## src/rtl/loader_pkg.sv

```systemverilog
// Shared types for the UART instruction-memory loader.
// Holds the RX bit-FSM and loader-FSM state enums and the default sync byte.
package loader_pkg;

    typedef enum logic [1:0] {
        RX_IDLE,
        RX_START,
        RX_DATA,
        RX_STOP
    } rx_state_e;

    typedef enum logic [1:0] {
        L_SYNC,
        L_LEN,
        L_DATA,
        L_DONE
    } ld_state_e;

    localparam logic [7:0] SYNC_BYTE_DEF = 8'h55;

endpackage

```

## src/rtl/uart_rx_byte.sv

```systemverilog
// 8N1 UART byte receiver: 2-flop synchroniser, bit FSM and baud counter.
// Ports: clk, reset (async high), rx (serial in, idle high),
//        byte_valid/byte_data (one-cycle good byte), byte_err (bad stop bit).
module uart_rx_byte
    import loader_pkg::*;
#(
    parameter int CLKS_PER_BIT = 104
) (
    input  logic       clk,
    input  logic       reset,
    input  logic       rx,
    output logic       byte_valid,
    output logic [7:0] byte_data,
    output logic       byte_err
);

    localparam int CW = $clog2(CLKS_PER_BIT);
    localparam logic [CW-1:0] HALF_M1 = CW'(CLKS_PER_BIT / 2 - 1);
    localparam logic [CW-1:0] FULL_M1 = CW'(CLKS_PER_BIT - 1);

    rx_state_e     state_q, state_d;
    logic [1:0]    sync_q;
    logic          prev_q;
    logic [CW-1:0] cnt_q, cnt_d;
    logic [2:0]    bit_q, bit_d;
    logic [7:0]    sh_q, sh_d;
    logic          valid_q, valid_d;
    logic          err_q, err_d;
    logic          line;
    logic          fall;

    assign line = sync_q[1];
    assign fall = prev_q & ~line;

    always_ff @(posedge clk or posedge reset) begin
        if (reset) begin
            sync_q  <= 2'b11;
            prev_q  <= 1'b1;
            state_q <= RX_IDLE;
            cnt_q   <= '0;
            bit_q   <= '0;
            sh_q    <= '0;
            valid_q <= 1'b0;
            err_q   <= 1'b0;
        end else begin
            sync_q  <= {sync_q[0], rx};
            prev_q  <= line;
            state_q <= state_d;
            cnt_q   <= cnt_d;
            bit_q   <= bit_d;
            sh_q    <= sh_d;
            valid_q <= valid_d;
            err_q   <= err_d;
        end
    end

    always_comb begin
        state_d = state_q;
        cnt_d   = cnt_q + CW'(1);
        bit_d   = bit_q;
        sh_d    = sh_q;
        valid_d = 1'b0;
        err_d   = 1'b0;
        unique case (state_q)
            RX_IDLE: begin
                cnt_d = '0;
                if (fall) state_d = RX_START;
            end
            RX_START: begin
                // A line that is high again mid start bit was only a glitch.
                if (cnt_q == HALF_M1) begin
                    cnt_d   = '0;
                    bit_d   = '0;
                    state_d = line ? RX_IDLE : RX_DATA;
                end
            end
            RX_DATA: begin
                if (cnt_q == FULL_M1) begin
                    cnt_d = '0;
                    sh_d  = {line, sh_q[7:1]};
                    bit_d = bit_q + 3'd1;
                    if (bit_q == 3'd7) state_d = RX_STOP;
                end
            end
            RX_STOP: begin
                // Back to idle right at the sample so a following start
                // edge is caught without losing a byte.
                if (cnt_q == FULL_M1) begin
                    cnt_d   = '0;
                    state_d = RX_IDLE;
                    valid_d = line;
                    err_d   = ~line;
                end
            end
            default: state_d = RX_IDLE;
        endcase
    end

    assign byte_valid = valid_q;
    assign byte_data  = sh_q;
    assign byte_err   = err_q;

endmodule

```

## src/rtl/uart_imem_loader.sv

```systemverilog
// UART boot loader: sync/length header, then little-endian words to imem.
// Ports: clk, reset (async high), uart_rx; imem_we/imem_addr/imem_wdata,
//        cpu_hold (load in progress), load_done (pulse), frame_err (sticky).
module uart_imem_loader
    import loader_pkg::*;
#(
    parameter int          CLKS_PER_BIT = 104,
    parameter int          ADDR_WIDTH   = 7,
    parameter logic [7:0]  SYNC_BYTE    = SYNC_BYTE_DEF
) (
    input  logic                  clk,
    input  logic                  reset,
    input  logic                  uart_rx,
    output logic                  imem_we,
    output logic [ADDR_WIDTH-1:0] imem_addr,
    output logic [31:0]           imem_wdata,
    output logic                  cpu_hold,
    output logic                  load_done,
    output logic                  frame_err
);

    localparam int AW    = ADDR_WIDTH;
    localparam int DEPTH = 1 << AW;

    logic       byte_valid;
    logic [7:0] byte_data;
    logic       byte_err;

    uart_rx_byte #(
        .CLKS_PER_BIT(CLKS_PER_BIT)
    ) u_rx (
        .clk       (clk),
        .reset     (reset),
        .rx        (uart_rx),
        .byte_valid(byte_valid),
        .byte_data (byte_data),
        .byte_err  (byte_err)
    );

    ld_state_e     state_q, state_d;
    logic [1:0]    lane_q, lane_d;
    logic [AW-1:0] addr_q, addr_d;
    logic [AW:0]   nw_q, nw_d;
    logic [31:0]   sh_q, sh_d;
    logic          we_q, we_d;
    logic [AW-1:0] waddr_q, waddr_d;
    logic [31:0]   wdata_q, wdata_d;
    logic          hold_q, hold_d;
    logic          done_q, done_d;
    logic          ferr_q, ferr_d;
    logic          last_word;

    // Last word reached: address is never incremented past it, so no wrap.
    assign last_word = ((AW+1)'(addr_q) + (AW+1)'(1)) == nw_q;

    always_ff @(posedge clk or posedge reset) begin
        if (reset) begin
            state_q <= L_SYNC;
            lane_q  <= '0;
            addr_q  <= '0;
            nw_q    <= '0;
            sh_q    <= '0;
            we_q    <= 1'b0;
            waddr_q <= '0;
            wdata_q <= '0;
            hold_q  <= 1'b0;
            done_q  <= 1'b0;
            ferr_q  <= 1'b0;
        end else begin
            state_q <= state_d;
            lane_q  <= lane_d;
            addr_q  <= addr_d;
            nw_q    <= nw_d;
            sh_q    <= sh_d;
            we_q    <= we_d;
            waddr_q <= waddr_d;
            wdata_q <= wdata_d;
            hold_q  <= hold_d;
            done_q  <= done_d;
            ferr_q  <= ferr_d;
        end
    end

    always_comb begin
        state_d = state_q;
        lane_d  = lane_q;
        addr_d  = addr_q;
        nw_d    = nw_q;
        sh_d    = sh_q;
        we_d    = 1'b0;
        waddr_d = waddr_q;
        wdata_d = wdata_q;
        hold_d  = hold_q;
        done_d  = 1'b0;
        ferr_d  = ferr_q | byte_err;
        unique case (state_q)
            L_SYNC: begin
                if (byte_valid && byte_data == SYNC_BYTE) begin
                    state_d = L_LEN;
                    hold_d  = 1'b1;
                end
            end
            L_LEN: begin
                if (byte_err) begin
                    state_d = L_SYNC;
                    hold_d  = 1'b0;
                end else if (byte_valid) begin
                    // Zero and oversize counts both mean a full memory.
                    if (byte_data == 8'd0 || 32'(byte_data) > 32'(DEPTH))
                        nw_d = (AW+1)'(DEPTH);
                    else
                        nw_d = (AW+1)'(byte_data);
                    addr_d  = '0;
                    lane_d  = '0;
                    state_d = L_DATA;
                end
            end
            L_DATA: begin
                if (byte_err) begin
                    state_d = L_SYNC;
                    hold_d  = 1'b0;
                end else if (byte_valid) begin
                    sh_d   = {byte_data, sh_q[31:8]};
                    lane_d = lane_q + 2'd1;
                    if (lane_q == 2'd3) begin
                        we_d    = 1'b1;
                        waddr_d = addr_q;
                        wdata_d = sh_d;
                        lane_d  = '0;
                        if (last_word) state_d = L_DONE;
                        else           addr_d  = addr_q + AW'(1);
                    end
                end
            end
            L_DONE: begin
                done_d  = 1'b1;
                hold_d  = 1'b0;
                state_d = L_SYNC;
            end
            default: state_d = L_SYNC;
        endcase
    end

    assign imem_we    = we_q;
    assign imem_addr  = waddr_q;
    assign imem_wdata = wdata_q;
    assign cpu_hold   = hold_q;
    assign load_done  = done_q;
    assign frame_err  = ferr_q;

endmodule
```

## config.mk

```make
export PLATFORM = sky130hd
export DESIGN_NAME = uart_imem_loader
export DESIGN_NICKNAME = d
export VERILOG_FILES = /design/src/rtl/loader_pkg.sv /design/src/rtl/uart_rx_byte.sv /design/src/rtl/uart_imem_loader.sv
export SDC_FILE = /design/constraint.sdc
export NUM_CORES = 1
export LEC_CHECK = 0
export BUFFER_PORTS_ARGS = -buffer_cell sky130_fd_sc_hd__buf_4
export CORE_MARGIN = 5
export CORE_UTILIZATION = 55
export DETAILED_ROUTE_END_ITERATION = 16
export GPL_TIMING_DRIVEN = 0
export PLACE_DENSITY = 0.84
export SETUP_SLACK_MARGIN = 0.4
export SYNTH_ARGS = -nofsm -noshare
export SYNTH_HDL_FRONTEND = slang
export SYNTH_HIERARCHICAL = 1
export SYNTH_SLANG_ARGS = --single-unit
```

## constraint.sdc

```tcl
create_clock -name clk -period 2.7 [get_ports clk]
set_clock_uncertainty 0.05 [all_clocks]
set_input_delay 0 -clock clk [delete_from_list [all_inputs] [get_ports clk]]
set_output_delay 0 -clock clk [all_outputs]
set_load 0.02 [all_outputs]
```

==> results by stage <==
Routing:
- After detailed routing, the wire length on met1 is 4570 µm.
- The wire length per cell after detailed routing is 17.4 µm.
- The detailed router used layers up to and including met4.
- After detailed routing, the number of remaining DRC violations is 0.
- After detailed routing, the total wire length is 10500 µm.
- Dividing the detail-routed via count by the number of cells gives 5.83.
- Summing over every cut layer, the via total after detailed routing is 3520.
- The total iterations of the first detailed-routing run is 4.
- The wire length on met2 is 5400 µm.
- The detail route stage leaves a number of antenna-violating nets equal to 0.
- The iteration-0 DRC count of the detailed router is 176.
- The met3 wirelength from detailed routing is 415 µm.

Timing:
- Setup repair after global routing could not meet its margin everywhere.
- The final max-slew violation count is 0.
- The number of endpoints with negative hold slack in the final report is 0.
- The ratio of final minimum period to clock period is 91.4%.
- Counting I/O delays and the setup requirement, the final critical path takes 2470 ps.
- Setup violations remaining at the end of the flow were counted as 0.
- The relative slew slack is 39.0%.
- The transition at the pin with the smallest max-transition slack is 914 ps.
- Once routing completed, OpenROAD measured the worst setup slack at 233 ps.
- The maximum frequency from static timing analysis is 0.405 GHz.
- Hold is met by 52.7 ps.

Synth:
- Synthesis produced a netlist whose cell count is 420.
- The average footprint of a synthesized cell is 11.9 µm².
- Sequential elements use 55.6% of the synthesized area.
- sky130_fd_sc_hd__dfrtp_1 takes more of the synthesized area than any other cell.
- The number of flops mapped to enable cells by yosys is 0.
- After synthesis the netlist holds a flip-flop and latch count of 111.
- The top cell type by area accounts for 54.0% of the synthesized area.
- The dominant register cell in the synthesized netlist is sky130_fd_sc_hd__dfrtp_1.
- After synthesis, the cell types taking the most area are sky130_fd_sc_hd__dfrtp_1 54%, sky130_fd_sc_hd__mux2_2 13%, sky130_fd_sc_hd__nand2_1 5.2%.
- The async set-reset flop share out of synthesis is 100%.
- The warning count from the yosys run is 6.
- The number of nets handed over by synthesis was 433.
- The synthesized netlist contains 61 unique library cells.
- The cell area after synthesis is 0.00501 mm².

Power and ir drop:
- The share of total power in sequential cells is 59.0%.
- The total power density per cell area is 493 mW/mm².
- The switching share of total power is 26.2%.
- The power dissipated by switching net loads is 0.000776 W.
- The combinational group share of total power is 7.3%.
- For this design the static power due to leakage is 3.00 nW.
- Of the total power, the clock network draws 33.7%.
- IR analysis of the VDD net gives a maximum drop of 0.498 mV.
- The post-layout total power is 0.00296 W.
- The internal portion of total power is 0.00218 W.

Clock tree:
- The clock tree from TritonCTS is yes.
- The root buffer selected by CTS is sky130_fd_sc_hd__clkbuf_8.
- CTS built an H-tree with a depth of 3.
- The clock transition at the register clock pins on the worst setup and hold paths after CTS is 110 ps.
- The clock tree buffer depth is 2.
- Clock latency on the worst-skew pair, taken at its later pin, is 390 ps.
- The clock net in this run drives a total of 111 sinks.
- The number of buffers created by CTS is 9.

Die:
- The horizontal die dimension is 105 µm.
- The initial standard-cell utilization of the core is 56.8%.
- The die is 105 µm tall.
- The core outline area is 0.00881 mm².
- The number of top-level design ports is 46.
- The area enclosed by the die boundary is 0.0111 mm².
- The number of cell rows is 34.

Worst setup path:
- STA classifies the critical path endpoint as a flop.
- For the worst setup path, the data required time is 2970 ps.
- STA classifies the critical path startpoint as a flop.
- The critical path is of the flop to flop type.
- The peak fanout along the critical path is 9.
- At the worst endpoint, the arrival time is 2740 ps.

Placement:
- The global placement routability congestion is 0.908.
- The HPWL after detailed placement is 7030 µm.
- Once placement finished, the instance area stood at 0.00551 mm².
- The count of buffers added on input and output ports is 45.
- Before CTS, the worst setup slack after placement is -230 ps.

Finish:
- The ratio of cells with drive above 1 in the final layout is 37.3%.
- Compared with the post-synthesis result, the final layout area differs by 19.9%.
- The filler cells instantiated in the layout total 633.
- The total area of sequential cells is 0.00279 mm².
- The final net count is 504.
- The post-route cell area is 0.00600 mm².
- The footprint of the multi-input gates is 0.00219 mm².
- The number of antenna diodes in the final layout is 0.

Global route:
- For this run, the total global-route usage over all layers was measured as 20.2%.
- The number of global-route vias before repair is 3623.
- The maximum number of pins on one net before global-route repair is 69.
- The first-pass GRT wire length is 18200 µm.
- The initial antenna violation count is 0.
- The total overflow left after global routing is 0.

Hold path:
- The worst hold-check path type is primary input to asynchronous set/reset pin.

Status:
- The run finished with clean final reports.

Job:
- Max-cap violations in this run came to 0.
-- layer usage --
metal  up-vias  track usage, %
met3        10            3.91
met1      1791            26.9
met2        79            33.1
li1       1640               -
met4         0            7.12
met5         -               0
-- worst max-delay path, stage by stage (launching register included) --
cell,delay [ps]
sky130_fd_sc_hd__dfrtp_2,440
sky130_fd_sc_hd__buf_4,170
sky130_fd_sc_hd__and2_1,150
sky130_fd_sc_hd__clkbuf_2,160
sky130_fd_sc_hd__and3_1,190
sky130_fd_sc_hd__o211ai_1,310
sky130_fd_sc_hd__a311oi_4,170
sky130_fd_sc_hd__buf_6,180
sky130_fd_sc_hd__or4_1,480
sky130_fd_sc_hd__nand3_1,110
-- Yosys cell counts (all sizes together), types with 4 or more instances --
cell type,n
dfrtp,108
nand2,70
mux2,56
o21ai,16
nand3,14
clkbuf,12
nand2b,11
o211ai,11
ha,10
inv,10
nor2,9
buf,6
xnor2,6
and2,5
nor3,5
a21oi,4
a31oi,4
nand3b,4
o311ai,4
o31ai,4
or4,4
xor2,4
-- worst paths after layout --
path	startpoint	end	slack (ps)	cells past startpoint
worst max-delay path	addr_q[0]$_DFFE_PP0P_	addr_q[3]$_DFFE_PP0P_	230	9
worst min-delay path	reset	frame_err$_DFF_PP0_	50	3
worst max register to register	addr_q[0]$_DFFE_PP0P_	addr_q[3]$_DFFE_PP0P_	230	9
worst min register to register	u_rx/sync_q[0]$_DFF_PP1_	u_rx/sync_q[1]$_DFF_PP1_	310	0
max in group asynchronous	reset	u_rx/byte_data[6]$_DFFE_PP0P_	1700	3
min in group clk	uart_rx	u_rx/sync_q[0]$_DFF_PP1_	210	2
-- placed cells by master, fill, tap and decap left out, types with 4 or more instances in the layout --
master                     netlist  layout
sky130_fd_sc_hd__clkbuf_8        1      13
sky130_fd_sc_hd__nand2_1        70      68
sky130_fd_sc_hd__nand2b_1       11      11
sky130_fd_sc_hd__o211ai_1       10      10
sky130_fd_sc_hd__nor2_1          9       8
sky130_fd_sc_hd__buf_6           4       7
sky130_fd_sc_hd__and2_1          5       5
sky130_fd_sc_hd__xor2_1          4       4
sky130_fd_sc_hd__nand3_1        14      12
sky130_fd_sc_hd__inv_1          10       8
sky130_fd_sc_hd__nor3_1          4       4
sky130_fd_sc_hd__buf_4           1      57
sky130_fd_sc_hd__clkbuf_2        0       5
sky130_fd_sc_hd__ha_1           10       8
sky130_fd_sc_hd__dfrtp_1       108     105
sky130_fd_sc_hd__mux2_2         56      56
sky130_fd_sc_hd__o21ai_0        16      14
sky130_fd_sc_hd__xnor2_1         6       6
-- power groups by stage --
stage	registers, W	logic [W]	clock network (W)
floorplan	0.00177	0.000177	0
global placement	0.00177	0.000204	0
detailed placement	0.00178	0.000218	0
CTS	0.00175	0.000221	0.00101
global route	0.00176	0.000245	0.00109
finish	0.00175	0.000215	0.000998
-- area by class of cell --
cell class                      count  share of cell area (%)
Tap cell                          108                    2.25
Timing Repair Buffer               60                    7.98
Clock buffer                       10                    2.29
Sequential cell                   111                    46.4
Multi-Input combinational cell    280                    36.5
Clock inverter                      6                    1.02
Buffer                             19                    2.86
Inverter                           10                   0.667
-- flip-flops by register name, summed over array words and instances, names as in the netlist, 2 cells and up, named ones only --
register and flops:
u_rx/cnt_q 7, u_rx/bit_q 3, u_rx/sync_q 2, lane_q 2
state_q 2, imem_wdata 32, u_rx/byte_data 8, sh_q 24
nw_q 8, addr_q 7, imem_addr 7
-- logic make-up (layout without fill, tap and decap cells) --
logic type               after synthesis  count (layout)  share of synthesized area, %
buffers and inverters                 29             105                          3.35
XOR/XNOR                              10              10                          1.75
adder cells (fa/ha/maj)               10              10                          2.50
AND/OR/NAND/NOR                      149             149                          16.2
multiplexers                          57              57                          12.8
AO/OA/AOI/OAI                         54              54                          7.82
flip-flops                           111             111                          55.6
-- per-stage QoR --
stage / std cells / TNS, ps / util (%)
after floorplan: 420 / 0 / -
after global placement: 573 / -42650 / 62.3
after detailed placement: 574 / -7260 / 62.6
after CTS: 599 / 0 / 66.6
after global routing: 604 / 0 / 68.2
final: 604 / 0 / 68.2
-- repair_timing --
item,4_1_cts,5_1_grt
resized for setup,26,26
hold buffers,2,0
pin swaps,2,10
endpoints found under the hold margin,109,0
cloned,1,0
endpoints found under the setup margin,61,53
setup buffers,6,5
No activity file was read; power rests on OpenSTA's default activity.
